**src/rtl/rrf_alloc_ptr_pkg.sv**
```systemverilog
// Shared constants and width helpers for the rename-register tag allocator.
// Latency: n/a (types, constants and pure functions only).
// Backpressure: n/a.
package rrf_alloc_ptr_pkg;

    // Number of RRF/ROB entries (power of two) and the tag width.
    localparam int RRF_NUM = 64;
    localparam int RRF_SEL = 6;

    // Free-count width: it must hold 0..RRF_NUM inclusive, one bit wider than a tag.
    function automatic int rrf_free_w(input int sel);
        return sel + 1;
    endfunction

    // Arithmetic width for the next free count: one more bit than the count,
    // so a negative result shows up in the MSB and a result above RRF_NUM stays visible.
    function automatic int rrf_calc_w(input int sel);
        return sel + 2;
    endfunction

    // Request encoding: 3 is treated as 2 (two dispatch slots per cycle).
    function automatic logic [1:0] rrf_clip_req(input logic [1:0] req);
        return (req == 2'd3) ? 2'd2 : req;
    endfunction

endpackage

```
**src/rtl/rrf_alloc_ptr.sv**
```systemverilog
// RRF/ROB tag allocator: hands out up to two tags per cycle and reclaims them on ROB commit.
// Latency: tags on dp1/dp2_addr_o are usable in the request cycle; pointer, count and bitmap update on the next edge.
// Backpressure: a request is refused whole (no partial grant) when stall_i/prmiss_i is high or too few tags are free.
module rrf_alloc_ptr
    import rrf_alloc_ptr_pkg::*;
#(
    parameter int RRF_NUM_P = RRF_NUM,
    parameter int RRF_SEL_P = RRF_SEL
) (
    input  logic                   clk_i,
    input  logic                   reset_i,
    input  logic [1:0]             req_num_i,
    input  logic                   stall_i,
    input  logic [1:0]             comnum_i,
    input  logic [RRF_SEL_P-1:0]   commit_ptr_i,
    input  logic                   prmiss_i,
    output logic                   allocatable_o,
    output logic                   alloc_o,
    output logic [RRF_SEL_P-1:0]   dp1_addr_o,
    output logic [RRF_SEL_P-1:0]   dp2_addr_o,
    output logic [RRF_SEL_P-1:0]   dispatch_ptr_o,
    output logic [RRF_SEL_P:0]     rrf_freenum_o,
    output logic [RRF_NUM_P-1:0]   rrfvalid_o,
    output logic                   err_o
);

    localparam int FREE_W = rrf_free_w(RRF_SEL_P);
    localparam int CALC_W = rrf_calc_w(RRF_SEL_P);

    // Architectural state
    logic [RRF_SEL_P-1:0] ptr_q,   ptr_d;
    logic [FREE_W-1:0]    free_q,  free_d;
    logic [RRF_NUM_P-1:0] valid_q, valid_d;
    logic                 err_q,   err_d;

    // Decode
    logic [1:0]           req_eff;
    logic [1:0]           alloc_n;
    logic [RRF_SEL_P-1:0] ptr_p1;
    logic [RRF_SEL_P-1:0] commit_p1;
    logic [FREE_W-1:0]    valid_cnt;
    logic [CALC_W-1:0]    free_calc;
    logic                 free_neg;
    logic                 free_over;
    logic                 commit_err;
    logic [RRF_NUM_P-1:0] set_mask;
    logic [RRF_NUM_P-1:0] clr_mask;

    assign req_eff   = rrf_clip_req(req_num_i);
    assign ptr_p1    = ptr_q + RRF_SEL_P'(1);
    assign commit_p1 = commit_ptr_i + RRF_SEL_P'(1);

    // The count compared here is the registered one, so commits landing this
    // cycle cannot unblock a request until the following cycle.
    assign allocatable_o = (free_q >= FREE_W'(req_eff));
    assign alloc_o       = (req_num_i != 2'd0) & allocatable_o & ~stall_i & ~prmiss_i;
    assign alloc_n       = alloc_o ? req_eff : 2'd0;

    assign dp1_addr_o     = ptr_q;
    assign dp2_addr_o     = ptr_p1;
    assign dispatch_ptr_o = ptr_q;
    assign rrf_freenum_o  = free_q;
    assign rrfvalid_o     = valid_q;
    assign err_o          = err_q;

    // Count of tags currently allocated and not yet committed.
    always_comb begin
        valid_cnt = '0;
        for (int i = 0; i < RRF_NUM_P; i++) begin
            valid_cnt = valid_cnt + FREE_W'(valid_q[i]);
        end
    end

    // Next free count in a wider field: MSB set means it went negative,
    // anything above RRF_NUM means more tags came back than were out.
    always_comb begin
        free_calc  = CALC_W'(free_q) + CALC_W'(comnum_i) - CALC_W'(alloc_n);
        free_neg   = free_calc[CALC_W-1];
        free_over  = ~free_neg & (free_calc > CALC_W'(RRF_NUM_P));
        commit_err = (FREE_W'(comnum_i) > valid_cnt);
    end

    // Bitmap set/clear masks for this cycle's allocation and commit.
    always_comb begin
        set_mask = '0;
        clr_mask = '0;
        if (alloc_n != 2'd0) set_mask[ptr_q]        = 1'b1;
        if (alloc_n == 2'd2) set_mask[ptr_p1]       = 1'b1;
        if (comnum_i != 2'd0) clr_mask[commit_ptr_i] = 1'b1;
        if (comnum_i >= 2'd2) clr_mask[commit_p1]    = 1'b1;
    end

    // Next-state selection: mispredict rebuilds from the commit point, otherwise
    // apply allocation and commit together, with sets overriding clears.
    always_comb begin
        ptr_d   = ptr_q;
        free_d  = free_q;
        valid_d = valid_q;
        err_d   = err_q | commit_err;
        if (prmiss_i) begin
            ptr_d   = commit_ptr_i + RRF_SEL_P'(comnum_i);
            free_d  = FREE_W'(RRF_NUM_P);
            valid_d = '0;
        end else begin
            ptr_d   = ptr_q + RRF_SEL_P'(alloc_n);
            valid_d = (valid_q & ~clr_mask) | set_mask;
            if (free_neg) begin
                free_d = '0;
                err_d  = 1'b1;
            end else if (free_over) begin
                free_d = FREE_W'(RRF_NUM_P);
                err_d  = 1'b1;
            end else begin
                free_d = free_calc[FREE_W-1:0];
            end
        end
    end

    // Pointer, free count, bitmap and sticky error register, cleared asynchronously.
    always_ff @(posedge clk_i or negedge reset_i) begin
        if (!reset_i) begin
            ptr_q   <= '0;
            free_q  <= FREE_W'(RRF_NUM_P);
            valid_q <= '0;
            err_q   <= 1'b0;
        end else begin
            ptr_q   <= ptr_d;
            free_q  <= free_d;
            valid_q <= valid_d;
            err_q   <= err_d;
        end
    end

endmodule

```
**config.mk**
```make
export PLATFORM = sky130hd
export DESIGN_NAME = rrf_alloc_ptr
export DESIGN_NICKNAME = d
export VERILOG_FILES = /design/src/rtl/rrf_alloc_ptr_pkg.sv /design/src/rtl/rrf_alloc_ptr.sv
export SDC_FILE = /design/constraint.sdc
export NUM_CORES = 1
export LEC_CHECK = 0
export ABC_AREA = 0
export CAP_MARGIN = 20
export CORE_AREA = 2 2 119 121
export DETAILED_ROUTE_END_ITERATION = 10
export DIE_AREA = 0 0 121 123
export GPL_TIMING_DRIVEN = 1
export HOLD_SLACK_MARGIN = 0.1
export PLACE_DENSITY = 0.79
export SLEW_MARGIN = 20
export SYNTH_ARGS = -nofsm -noshare
export SYNTH_HDL_FRONTEND = slang
export SYNTH_SLANG_ARGS = --single-unit
```
**constraint.sdc**
```tcl
create_clock -name clk_i -period 8.7 [get_ports clk_i]
set_input_delay 0.87 -clock clk_i [delete_from_list [all_inputs] [get_ports clk_i]]
set_output_delay 0.87 -clock clk_i [all_outputs]
set_load 0.005 [all_outputs]
```
==> key figures, run 1 <==
Clock tree
  • CTS root buf: clkbuf_16
  • Clk pin slew, worst setup/hold paths: 60 ps
  • H-tree depth: 3
  • CTS tree: built
  • Setup bufs post-CTS: 0
  • Hold-fix buffers at CTS: 0
  • Clock net sink count: 78
  • CTS resizes: 0
  • Clk_lat worst skew: 350 ps
  • CTS Buf Count: 9
  • Clk buf depth: 2

Routing
  • Initial drt markers: 1083
  • Post-DRT Antenna Nets: 0
  • Routed wire length: 28500 microns
  • Via count: 7469
  • Via/cell ratio: 6.85
  • DRC viols: 0
  • DRT Pass-1 Iters: 8
  • Wire per inst: 26.1 microns

Die
  • Ports: 106
  • # rows: 43
  • Die width: 121 microns
  • Die area: 14900 sq um
  • Initial Util: 0.563
  • CORE AREA: 13600 sq um
  • Die Ht: 123 microns

GRT
  • Total gr overflow: 0
  • Largest net degree at the start of global routing: 67
  • Met1 Track Usage GR: 0.537
  • M3 GR Usage: 0.128
  • First-pass GRT wire length: 42300 microns
  • Initial antenna violation count: 0
  • Number of global-route vias before repair: 6987
  • Global route hottest layer: met2
  • GR Layer Usage met2: 0.545
  • GRT Total Usage: 0.387

Critical path
  • Worst Path Required: 8930 ps
  • Crit path kind: register to register
  • Worst endpoint data arrival time: 6620 ps
  • Crit path to: err_o
  • R2r endpoint: err_o
  • Worst r2r src: rrfvalid_o[35]
  • FF-to-FF path depth: 20
  • Worst Setup Start Kind: register
  • Reg2Reg Setup Slack: 2310 ps
  • Crit-path max FO: 2
  • Crit path launch: rrfvalid_o[35]
  • CP endpoint kind: register

Yosys
  • Synth top area share: 0.251
  • Netlist cell types: 88
  • Top cells by count, synth: 120 x inv_1, 88 x o221ai_1, 77 x dfrtp_1
  • Number of synthesized flops with an enable pin: 0
  • Most common cell in the synthesized netlist: inv_1
  • Synth Instances: 828
  • Async SR Flop Fraction: 1.00
  • Register area share after synthesis: 0.255
  • Synth Register Bits: 78
  • Net count after synthesis: 939
  • Leading area contributor after synthesis: dfrtp_1
  • Cell Area, Synth: 7660 sq um
  • Largest cells by area after synthesis: dfrtp_1 25%, fa_1 15%, o221ai_1 10%
  • Syn Area/Cell: 9.26 sq um
  • Ys Warns: 0
  • Ys flop type: dfrtp_1

Placement
  • Port bufs: 105
  • Minimum setup slack after placement: 2330 ps
  • DP Area: 8740 sq um
  • Placed Instances: 1075
  • DP HPWL: 21200 microns
  • Placer Congestion: 1.04

Final layout
  • Share of layout cells above drive strength 1: 0.0878
  • Finished Layout Cells: 1091
  • Final net count: 1017
  • Storage cell area: 1950 sq um
  • FILL cells: 1138
  • Post-layout util: 0.663
  • N_diodes: 0
  • P&R area growth vs syn: 17.7%
  • Final instance area: 9020 sq um
  • Multi-input gate area: 5010 sq um

Job
  • Total of max-cap violations: 0

STA
  • Setup TNS: 0 ps
  • Final setup violation count: 0
  • Max Clk Rate: 157 MHz
  • RSZ-0062 raised after global routing: no
  • Hold_ws: 450 ps
  • Final worst slack: 2310 ps
  • Fin crit period: 6390 ps
  • Period utilization: 0.734
  • Max-slew violation count: 0
  • Worst Max-Slew Pin Slew: 1010 ps
  • Skew final: 6.91 ps
  • Rel. slew slack: 0.325
  • Final Hold Fails: 0

Pwr
  • Pwr Total: 1.66 mW
  • Pwr Density: 183 nW/um^2
  • Worst VDD drop: 0.307 mV
  • Static leakage: 3.72 nW

Hold path
  • Min-Delay Path Class: primary input to asynchronous set/reset pin

Status
  • Outcome: finished, final reports clean
## worst max-delay path, stage by stage (launching register included)
cell and delay, ps:
dfrtp_1 380, inv_1 90, fa_1 530, inv_1 50, fa_1 450, fa_1 550, inv_1 60, fa_1 530
inv_1 50, fa_1 520, fa_1 450, fa_1 550, inv_1 60, fa_1 520, fa_1 490, ha_1 290
nor2b_1 130, o21ai_0 150, a211o_1 120, o311ai_0 110, nand3b_1 190
## sequential cells by signal, summed over array words and instances (netlist names)
register        cells
rrfvalid_o         64
rrf_freenum_o       7
dispatch_ptr_o      6
err_o               1
## how the worst min path moves through the flow
stage                       start          endpoint  slack [ps]  cells past startpoint
after CTS                 reset_i  rrf_freenum_o[3]         470                      1
after floorplan             err_o             err_o         560                      3
after global routing      reset_i  rrf_freenum_o[3]         470                      1
after detailed placement    err_o             err_o         570                      3
final                     reset_i  rrf_freenum_o[3]         450                      1
after global placement      err_o             err_o         570                      3
## logic make-up (layout without fill, tap and decap cells)
| logic type | Yosys count | count (layout) | synth area share |
|---|---|---|---|
| AOI/OAI and AO/OA | 199 | 199 | 0.220 |
| xor gates and xnor gates | 19 | 19 | 0.0242 |
| adders and majority gates | 97 | 97 | 0.215 |
| buffers and inverters | 167 | 250 | 0.0916 |
| DFF | 78 | 78 | 0.255 |
| muxes | 4 | 4 | 0.00604 |
| and+or+nand+nor | 264 | 264 | 0.188 |
## report_power, final
part	internal [mW]	switching, mW
sequential	0.389	0.0439
clock	0.208	0.165
combinational	0.335	0.514
total	0.932	0.723
## layer usage
layer / wire [microns] / up-vias / part of all wire
met5: 0 / - / 0
met2: 12000 / 629 / 0.42
met1: 11100 / 3580 / 0.39
met4: 1490 / 0 / 0.052
met3: 3940 / 116 / 0.14
li1: - / 3144 / -
## cells in the final DEF, fill, tap and decap left out, types with 4 or more instances in the layout
master and n:
dfrtp_1 77, o21a_1 4, xnor2_1 14, inv_1 120, o21ai_1 4, o2111ai_1 15, fa_1 58, buf_4 5
a22oi_1 11, nand3_1 26, or3_1 4, o211ai_1 7, xor2_1 4, ha_1 39, nor3b_1 5, a21oi_1 9
nand2_1 54, clkdlybuf4s50_1 103, nor2b_1 18, clkbuf_16 9, o21ai_0 19, nor3_1 21, and2_1 4, nand4_1 11
nand3b_1 4, nor2_1 63, or2_2 9, o221ai_1 88, nand3_2 7, nand2b_1 9
## cell type report
cell class / instances / share of cell area
sequential: 78 / 0.216
tap: 180 / 0.0250
timing repair buffer: 109 / 0.119
multi-input combinational: 583 / 0.555
clock buffer: 11 / 0.0280
clock inverter: 5 / 0.00374
inverter: 125 / 0.0528
No activity file was read; power rests on OpenSTA's default activity.
==> run 2: changes to the inputs <==
--- a/config.mk
+++ b/config.mk
@@ -7,12 +7,12 @@
 export LEC_CHECK = 0
 export ABC_AREA = 0
 export CAP_MARGIN = 20
-export CORE_AREA = 2 2 119 121
+export CORE_AREA = 2 2 126 128
 export DETAILED_ROUTE_END_ITERATION = 10
-export DIE_AREA = 0 0 121 123
+export DIE_AREA = 0 0 128 130
 export GPL_TIMING_DRIVEN = 1
 export HOLD_SLACK_MARGIN = 0.1
-export PLACE_DENSITY = 0.79
+export PLACE_DENSITY = 0.74
 export SLEW_MARGIN = 20
 export SYNTH_ARGS = -nofsm -noshare
 export SYNTH_HDL_FRONTEND = slang
==> constraint.sdc (replaced) <==
create_clock -name clk_i -period 5.7 [get_ports clk_i]
set_input_delay 0.57 -clock clk_i [delete_from_list [all_inputs] [get_ports clk_i]]
set_output_delay 0.57 -clock clk_i [all_outputs]
set_load 0.005 [all_outputs]
==> run 2 against run 1 <==
The flow now finishes with violations (negative setup slack). Clock-buffer cell count fell by 2. Worst hold slack worse by 180 ps. Non-clock buffer count up 60. First-iteration DRC count is 4.5% higher. Utilization decreased by 4.3 points. Critical path depth up 1. Largest cell class unchanged. Largest power group unchanged.
==> key figures, run 2 (synthesized netlist as in run 1, its figures left out) <==
Status
  • Outcome: finished with violations
  • Violated checks: negative setup slack

Critical path
  • Crit-path max FO: 2
  • CP endpoint kind: register
  • Worst r2r src: rrfvalid_o[47]
  • Slowest cell on crit path: fa_1
  • Crit path kind: register to register
  • Crit path largest cell delay: 580 ps
  • Worst Path Required: 5930 ps
  • Worst endpoint data arrival time: 6590 ps
  • Cell mode on critical path: fa_1
  • Critical path cell sequence: inv_1 -> fa_1 -> inv_1 -> fa_1 -> inv_1 -> fa_1 -> fa_1 -> fa_1 -> fa_1 -> fa_1 -> fa_1 -> inv_1 -> ha_1 -> inv_1 -> fa_1 -> ha_1 -> nor2b_1 -> o21ai_1 -> a211o_1 -> o311ai_0 -> nand3b_1
  • Crit path launch: rrfvalid_o[47]
  • Worst Setup Start Kind: register

Pwr
  • Static leakage: 4.06 nW
  • Pwr Density: 281 nW/um^2
  • Worst VDD drop: 0.513 mV
  • Pwr Total: 2.68 mW

STA
  • Max-slew violation count: 0
  • Skew final: 11.0 ps
  • Final setup violation count: 1
  • Period utilization: 1.12
  • Final Hold Fails: 0
  • Fin crit period: 6360 ps
  • Rel. slew slack: 0.313
  • RSZ-0062 raised after global routing: yes
  • Final worst slack: -656 ps
  • Max Clk Rate: 157 MHz
  • Worst Max-Slew Pin Slew: 1030 ps

Clock tree
  • CTS Buf Count: 9
  • Clk buf depth: 2
  • H-tree depth: 3
  • CTS tree: built
  • Clk pin slew, worst setup/hold paths: 70 ps
  • Clock net sink count: 78
  • Clk_lat worst skew: 360 ps
  • Hold-fix buffers at CTS: 0
  • CTS root buf: clkbuf_16

Placement
  • Placer Congestion: 1.04
  • DP Area: 9210 sq um
  • Port bufs: 105
  • DP HPWL: 21900 microns
  • Minimum setup slack after placement: -672 ps

Final layout
  • N_diodes: 0
  • Final instance area: 9560 sq um
  • Commonest non-fill, non-tap cell in the layout: inv_1
  • Most frequent cells in the layout: 119 x inv_1, 103 x clkdlybuf4s50_1, 88 x o221ai_1
  • Final net count: 1077
  • Max FFs per register: 64
  • FILL cells: 1369
  • Share of layout cells above drive strength 1: 0.146
  • P&R area growth vs syn: 24.7%

GRT
  • Number of global-route vias before repair: 7498
  • Total gr overflow: 0
  • Initial antenna violation count: 1
  • First-pass GRT wire length: 44500 microns
  • GRT Total Usage: 0.363
  • Largest net degree at the start of global routing: 79

Die
  • Die width: 128 microns
  • Initial Util: 0.497
  • # rows: 46
  • Die area: 16600 sq um
  • CORE AREA: 15400 sq um
  • Die Ht: 130 microns
  • Ports: 106

Routing
  • Via count: 7713
  • Routed wire length: 29300 microns
  • DRC viols: 0
  • Wire per inst: 25.2 microns
  • Initial drt markers: 1132
  • DRT Pass-1 Iters: 6
  • Post-DRT Antenna Nets: 0
  • Via/cell ratio: 6.63

Hold path
  • Min-Delay Path Class: primary input to asynchronous set/reset pin

Job
  • Total of max-cap violations: 0
==> run 2: metal layers <==
| layer | track usage | wire, microns | vias to the layer above |
|---|---|---|---|
| met5 | 0 | 0 | - |
| met4 | 0.177 | 1560 | 0 |
| met3 | 0.106 | 3810 | 137 |
| met2 | 0.546 | 12900 | 638 |
| met1 | 0.484 | 11000 | 3657 |
| li1 | - | - | 3281 |
==> run 2: critical path, delay by kind of cell, from the launching register on <==
kind	cells	cell delay, ps
buffers and inverters	5	300
and+or+nand+nor	2	340
adders and majority gates	11	4890
DFF	1	340
AOI/OAI and AO/OA	3	370
==> run 2: cell type report <==
cell class / instances / area (sq um) / share of cell area
inverter: 125 / 477 / 0.0499
multi-input combinational: 583 / 5010 / 0.524
timing repair buffer: 169 / 1530 / 0.160
clock buffer: 9 / 225 / 0.0236
sequential: 78 / 1950 / 0.204
tap: 192 / 240 / 0.0251
clock inverter: 7 / 121 / 0.0127
==> run 2: final timing paths <==
path | endpoint | slack (ps) | depth (start not counted)
setup / recovery | err_o | -660 | 21
hold / removal | rrfvalid_o[55] | 270 | 1
setup reg to reg | err_o | -660 | 21
hold reg to reg | rrfvalid_o[18] | 630 | 2
max in group asynchronous | rrfvalid_o[8] | 4890 | 1
min in group clk_i | rrfvalid_o[18] | 630 | 2
==> run 2: stage by stage <==
step / util / std cells / TNS (ps) / hold WS (ps)
6_report: 0.619 / 1163 / -656 / 265
5_1_grt: 0.619 / 1163 / -884 / 326
4_1_cts: 0.619 / 1163 / -633 / 451
3_5_place_dp: 0.597 / 1147 / -672 / 625
3_3_place_gp: 0.597 / 1147 / -516 / 614
2_1_floorplan: - / 828 / -330 / 274
==> run 2: power by group <==
| group | total, mW | switching (mW) | internal, mW |
|---|---|---|---|
| clock | 0.697 | 0.267 | 0.430 |
| sequential | 0.657 | 0.0634 | 0.593 |
| combinational | 1.33 | 0.800 | 0.530 |
| total | 2.68 | 1.13 | 1.55 |
==> run 2: repair_timing <==
action	CTS	global route
gates resized for setup	1	1
endpoints found under the setup margin	1	1
pin swaps	2	0
setup buffers	0	0
